==> config.mk <==
export PLATFORM = sky130hd
export DESIGN_NAME = change_dispenser
export DESIGN_NICKNAME = d
export VERILOG_FILES = /design/src/rtl/change_dispenser_pkg.sv /design/src/rtl/change_dispenser_coin_selector.sv /design/src/rtl/change_dispenser.sv
export SDC_FILE = /design/constraint.sdc
export NUM_CORES = 1
export LEC_CHECK = 0
export ABC_CLOCK_PERIOD_IN_PS = 4300
export BUFFER_PORTS_ARGS = -buffer_cell sky130_fd_sc_hd__buf_2
export CAP_MARGIN = 20
export CORE_UTILIZATION = 55
export DETAILED_ROUTE_END_ITERATION = 12
export GPL_ROUTABILITY_DRIVEN = 0
export PLACE_DENSITY = 0.79
export SYNTH_ARGS = -nofsm -noshare
export SYNTH_HDL_FRONTEND = slang
export SYNTH_SLANG_ARGS = --single-unit
==> constraint.sdc <==
create_clock -name clk -period 4.3 [get_ports clk]
set_input_delay 0.215 -clock clk [delete_from_list [all_inputs] [get_ports clk]]
set_output_delay 0.215 -clock clk [all_outputs]
set_load 0.01 [all_outputs]
==> src/rtl/change_dispenser_pkg.sv <==
// Shared coin definitions and FSM state encoding for the change dispenser.
// The default coin set mirrors the machine's existing three-coin dispenser.
package change_dispenser_pkg;

   localparam int CD_BAL_W     = 31;
   localparam int CD_NUM_COINS = 3;

   // Slice i holds the value of coin i, ascending with index.
   localparam logic [CD_NUM_COINS*CD_BAL_W-1:0] CD_COIN_VALUES =
      {31'd1000, 31'd500, 31'd100};

   typedef enum logic [1:0] {
      ST_IDLE   = 2'd0,
      ST_SELECT = 2'd1,
      ST_ISSUE  = 2'd2,
      ST_DONE   = 2'd3
   } state_t;

endpackage

==> src/rtl/change_dispenser_coin_selector.sv <==
// Combinational priority pick: highest-index available coin whose value fits in due.
// Zero latency; no handshake.
module coin_selector
   import change_dispenser_pkg::*;
#(
   parameter int                           BAL_W       = CD_BAL_W,
   parameter int                           NUM_COINS   = CD_NUM_COINS,
   parameter logic [NUM_COINS*BAL_W-1:0]   COIN_VALUES = CD_COIN_VALUES
) (
   input  logic [BAL_W-1:0]     i_due,
   input  logic [NUM_COINS-1:0] i_avail,
   output logic [NUM_COINS-1:0] o_sel,
   output logic [BAL_W-1:0]     o_value,
   output logic                 o_found
);

   always_comb begin
      o_sel   = '0;
      o_value = '0;
      o_found = 1'b0;
      // Later (higher-index, larger) matches override earlier ones.
      for (int i = 0; i < NUM_COINS; i++) begin
         if (i_avail[i] && (COIN_VALUES[i*BAL_W +: BAL_W] <= i_due)) begin
            o_sel    = '0;
            o_sel[i] = 1'b1;
            o_value  = COIN_VALUES[i*BAL_W +: BAL_W];
            o_found  = 1'b1;
         end
      end
   end

endmodule

==> src/rtl/change_dispenser.sv <==
// Greedy change dispenser: first coin offered 2 cycles after start, 2 cycles per coin, done pulse after last select.
// Coin offer held stable until i_coin_ready; optional tube inventory via CHANGE_DISPENSER_INVENTORY_EN.
module change_dispenser
   import change_dispenser_pkg::*;
#(
   parameter int                           BAL_W       = CD_BAL_W,
   parameter int                           NUM_COINS   = CD_NUM_COINS,
   parameter logic [NUM_COINS*BAL_W-1:0]   COIN_VALUES = CD_COIN_VALUES
`ifdef CHANGE_DISPENSER_INVENTORY_EN
   ,
   parameter int                           INV_W       = 8,
   parameter int                           INIT_COUNT  = 10
`endif
) (
   input  logic                 clk,
   input  logic                 reset_n,
   input  logic                 i_start,
   input  logic [BAL_W-1:0]     i_amount,
   output logic                 o_busy,
   output logic [NUM_COINS-1:0] o_coin,
   output logic                 o_coin_valid,
   input  logic                 i_coin_ready,
   output logic                 o_done,
   output logic [BAL_W-1:0]     o_remainder,
   output logic                 o_short
`ifdef CHANGE_DISPENSER_INVENTORY_EN
   ,
   input  logic [NUM_COINS-1:0] i_refill
`endif
);

   state_t               r_state;
   logic [BAL_W-1:0]     r_due;
   logic [BAL_W-1:0]     r_value;

   logic [NUM_COINS-1:0] w_avail;
   logic [NUM_COINS-1:0] w_sel;
   logic [BAL_W-1:0]     w_value;
   logic                 w_found;
   logic                 w_handshake;

   assign w_handshake = (r_state == ST_ISSUE) && i_coin_ready;

`ifdef CHANGE_DISPENSER_INVENTORY_EN
   logic [INV_W-1:0] r_count [NUM_COINS];

   for (genvar g = 0; g < NUM_COINS; g++) begin : g_inv
      logic w_dec;
      logic w_inc;
      assign w_dec      = w_handshake && o_coin[g];
      assign w_inc      = i_refill[g] && (r_count[g] != {INV_W{1'b1}});
      assign w_avail[g] = (r_count[g] != '0);

      always_ff @(posedge clk or negedge reset_n) begin
         if (!reset_n) begin
            r_count[g] <= INV_W'(INIT_COUNT);
         end else if (w_dec && i_refill[g]) begin
            // Refill and dispense of the same coin cancel out.
            r_count[g] <= r_count[g];
         end else if (w_dec) begin
            r_count[g] <= r_count[g] - 1'b1;
         end else if (w_inc) begin
            r_count[g] <= r_count[g] + 1'b1;
         end
      end
   end
`else
   assign w_avail = '1;
`endif

   coin_selector #(
      .BAL_W       (BAL_W),
      .NUM_COINS   (NUM_COINS),
      .COIN_VALUES (COIN_VALUES)
   ) u_coin_selector (
      .i_due   (r_due),
      .i_avail (w_avail),
      .o_sel   (w_sel),
      .o_value (w_value),
      .o_found (w_found)
   );

   always_ff @(posedge clk or negedge reset_n) begin
      if (!reset_n) begin
         r_state      <= ST_IDLE;
         r_due        <= '0;
         r_value      <= '0;
         o_busy       <= 1'b0;
         o_coin       <= '0;
         o_coin_valid <= 1'b0;
         o_done       <= 1'b0;
         o_remainder  <= '0;
         o_short      <= 1'b0;
      end else begin
         case (r_state)
            ST_IDLE: begin
               if (i_start) begin
                  r_due   <= i_amount;
                  o_busy  <= 1'b1;
                  r_state <= ST_SELECT;
               end
            end
            ST_SELECT: begin
               if (w_found) begin
                  o_coin       <= w_sel;
                  r_value      <= w_value;
                  o_coin_valid <= 1'b1;
                  r_state      <= ST_ISSUE;
               end else begin
                  o_remainder <= r_due;
                  o_short     <= (r_due != '0);
                  o_done      <= 1'b1;
                  r_state     <= ST_DONE;
               end
            end
            ST_ISSUE: begin
               if (i_coin_ready) begin
                  r_due        <= r_due - r_value;
                  o_coin       <= '0;
                  o_coin_valid <= 1'b0;
                  r_state      <= ST_SELECT;
               end
            end
            ST_DONE: begin
               o_done  <= 1'b0;
               o_busy  <= 1'b0;
               r_state <= ST_IDLE;
            end
            default: r_state <= ST_IDLE;
         endcase
      end
   end

endmodule

==> flow_metrics.tcl <==
set metrics [dict create \
    status "complete, no violations" \
    instances_no_fill 564 \
    internal-power_mw 1.547 \
    firstDrtPassIters 5 \
    synthesis.area_per_instance_sq_um 9.860 \
    synth-edff-count 0 \
    cts-resized-gates 0 \
    total_nets_after_synthesis 438 \
    placement.cell_area_sq_um 4320 \
    holdCritPathClass "input pin to flop" \
    max_stage_delay_ps 620 \
    syn-instance-count 394 \
    buffer_ports.inserted 72 \
    worst-endpoint-arrival_ps 3170 \
    grt.total_usage_pct 26.58 \
    synth_async_sr_flop_share_pct 100.0 \
    post_placement_cell_count 547 \
    count_of_yosys_warnings_during_synthesis 0 \
    crit_path_end_kind "flop" \
    share_clk_of_total_power_pct 19.1 \
    post_route_cells_drive_above_1_share_pct 25.43 \
    cts_max_path_buffers 2 \
    timing.slew.headroom_pct 38.46 \
    synth_area_sq_um 3885 \
    ant_nets 0 \
    cap_viol_max_count 0 \
    first_pass_grt_wire_length_um 15210 \
    boundaryPins 73 \
    die_height_um 86.05 \
    final-seq-area_sq_um 1902 \
    detailroute.via_count 3352 \
    route.final.wire_length_um 9324 \
    route.detailed.wl_per_inst_um 16.53 \
    n_antenna_cell 0 \
    number_of_cell_rows 30 \
    top_signal_layer_used "met4" \
    final.min_clock_period_ps 2925 \
    synth_seq_cells 76 \
    grt_start_max_net_pins 47 \
    grt_antenna_before_repair 0 \
    finalSetupTns_ps 0 \
    cts_htree_levels 3 \
    clock.fmax_mhz 341.8 \
    reg2reg_depth 9 \
    timing.reg2reg.setup_slack_ps 1370 \
    finalSetupViolCount 0 \
    drt-initial-drc-count 242 \
    syn_to_final_growth_pct 16.26 \
    p_comb_share_pct 39.8 \
    final_nets 507 \
    met3_wirelength_um 595 \
    root_buffer_cell "clkbuf_8" \
    die-area_sq_um 7404 \
    crit_path_start "r_due[2]" \
    reg2reg_to "r_due[24]" \
    rsz0062_at_grt "false" \
    tightestPinTransition_ps 922.2 \
    cp_slowest_cell "a21oi_1" \
    critical_path.cell_chain "inv_1, ha_1, fa_1, nor2b_1, o211ai_1, a21oi_1, nand2b_1, nor3_1, a211o_1" \
    net_switching_power_mw 1.179 \
    insertion_delay_ps 360 \
    timing.critical_path.required_ps 4540 \
    finalHoldViolCount 0 \
    cp_num_cells 9 \
    timing_max_transition_violations_final 0 \
    final_cell_area_excluding_filler_cells_sq_um 4517 \
    launching_element_type_of_the_critical_path "flop" \
    wl_met2_um 4250 \
    power.ir.vdd_worst_v 0.0003625 \
    grt_pass1_vias 3055 \
    global_route.overflow_total 0 \
    criticalPathCategory "flop to flop" \
    cts_tree "built" \
    worst_setup_hold_path_clk_slew_ps 90 \
    power.static_leakage_nw 2.155 \
    cts_made_buffers 9 \
    detail_route.drc_violations 0 \
    cp_num_buf_inv 1 \
    crit-reg2reg-launch "r_due[2]" \
    critical-path-top-delay-family "compound AO/OA/AOI/OAI gates" \
    numClockSinks 76 \
    n_fill_cell 549 \
    synthFlopType "dfrtp_1" \
    route.detailed.vias_per_inst 5.943 \
    critPathMaxFanout 9 \
    area_taken_by_multi_input_logic_gates_sq_um 1878 \
    yosysUniqueCellTypes 58 \
    cts.repair_timing.setup_buffer_count 0 \
    dp.final_hpwl_um 6386 \
    initial_utilization_pct 57.18 \
    die_width_um 86.05 \
    wirelength_met1_um 4260 \
    share_of_synthesized_area_occupied_by_flip_flops_and_latches_pct 48.95 \
    post-layout-total-power_mw 2.726 \
    finClkSkew_ps 9.036 \
    power.density_cell_area_nw_per_um2 603.6 \
    setup.worst_path.end "r_due[24]" \
    min_period_over_period_pct 68.03 \
    switching_share_pct 43.25 \
    seqPwrFrac_pct 41.1 \
    core_region_area_sq_um 6794 \
]
[worst min-delay path by stage]
stage            startpoint             end  cells after the start
6_report       i_amount[24]       r_due[24]                      2
5_1_grt         i_amount[1]        r_due[1]                      2
4_1_cts        i_amount[24]       r_due[24]                      2
3_5_place_dp        reset_n  o_remainder[8]                      1
3_3_place_gp        reset_n  o_remainder[8]                      1
2_1_floorplan       reset_n          o_busy                      0
[synth_stat cells, types with 4 or more instances]
master | number | share of area [%]
o21ai_0 | 14 | 1.8
a31oi_1 | 6 | 0.97
inv_1 | 8 | 0.77
a211oi_1 | 5 | 0.97
ha_1 | 8 | 2.6
nand4_1 | 8 | 1.3
o22ai_1 | 7 | 1.1
a21oi_1 | 26 | 3.3
clkbuf_1 | 13 | 1.3
o41ai_1 | 4 | 0.90
dfrtp_1 | 76 | 49
nor3_1 | 14 | 1.8
nor2b_1 | 28 | 4.5
or3_1 | 9 | 1.4
o21a_1 | 4 | 0.77
mux2_2 | 10 | 2.9
nor2_1 | 29 | 2.8
a2bb2oi_1 | 8 | 1.8
buf_2 | 4 | 0.52
nand2_1 | 36 | 3.5
nand3_1 | 15 | 1.9
a21o_1 | 4 | 0.77
o211ai_1 | 4 | 0.77
[cell usage in the layout (no fill, tap or decap), types with 3 or more instances in the layout]
cell,netlist,layout
a211oi_1,5,5
and3_1,3,3
nor2b_1,28,27
nor3_2,3,3
mux2_2,10,10
nand2_1,36,36
a31oi_1,6,6
o21ai_0,14,14
clkbuf_8,0,9
a21oi_1,26,26
nand3_1,15,15
nor3_1,14,14
ha_1,8,8
o311ai_0,3,3
buf_4,1,4
a2bb2oi_1,8,8
nor2_1,29,28
o211ai_1,4,4
or2_2,3,3
or4_1,3,3
o41ai_1,4,4
a21o_1,4,4
buf_2,4,72
o21a_1,4,4
dfrtp_1,76,76
o22ai_1,7,7
nand4_1,8,8
or3_1,9,9
inv_6,0,4
nor4_1,3,3
inv_1,8,8
[state kept, by name, indices dropped and copies added (netlist names)]
name and count:
o_coin 3, r_due 31, r_value 5, o_busy 1, o_coin_valid 1, o_short 1
o_done 1, r_state 2, o_remainder 31
[kinds of logic (layout without fill, tap and decap cells)]
family,after synthesis,count (layout),synth area share [%]
AOI/OAI and AO/OA,106,106,18.62
xor gates and xnor gates,1,1,0.2255
adders and majority gates,9,9,3.092
buffers and inverters,27,101,2.834
DFF,76,76,48.95
muxes,11,11,3.156
and+or+nand+nor,164,164,23.12
[power groups by stage]
stage / clock network, mW / logic [mW] / registers (mW)
floorplan: 0 / 0.841 / 1.06
global placement: 0 / 1.04 / 1.11
detailed placement: 0 / 1.07 / 1.12
CTS: 0.528 / 1.07 / 1.11
global route: 0.557 / 1.20 / 1.15
finish: 0.521 / 1.08 / 1.12
[through the flow]
stage	worst slack, ps	hold WS [ps]	utilization [%]
2_1_floorplan	2001	-80.59	-
3_3_place_gp	1479	347.4	63.59
3_5_place_dp	1438	350.8	63.59
4_1_cts	1409	80.68	66.48
5_1_grt	1256	94.17	66.48
6_report	1375	94.16	66.48
[routing by layer]
metal | up-vias | global-route usage, %
met3 | 21 | 4.812
met5 | - | 0
li1 | 1600 | -
met2 | 140 | 40.69
met1 | 1591 | 37.47
met4 | 0 | 10.76
[repair_timing]
action,4_1_cts,5_1_grt
endpoints found under the hold margin,34,0
setup endpoints to repair,0,0
hold buffers,1,0
[layout make-up]
| cell class | instances | area share [%] |
|---|---|---|
| sequential | 76 | 42.11 |
| multi-input combinational | 291 | 41.58 |
| timing repair buffer | 77 | 8.864 |
| clock buffer | 9 | 2.742 |
| tap | 96 | 2.659 |
| clock inverter | 7 | 1.385 |
| inverter | 8 | 0.6648 |
Note: power is estimated with default switching activity, not from simulation.
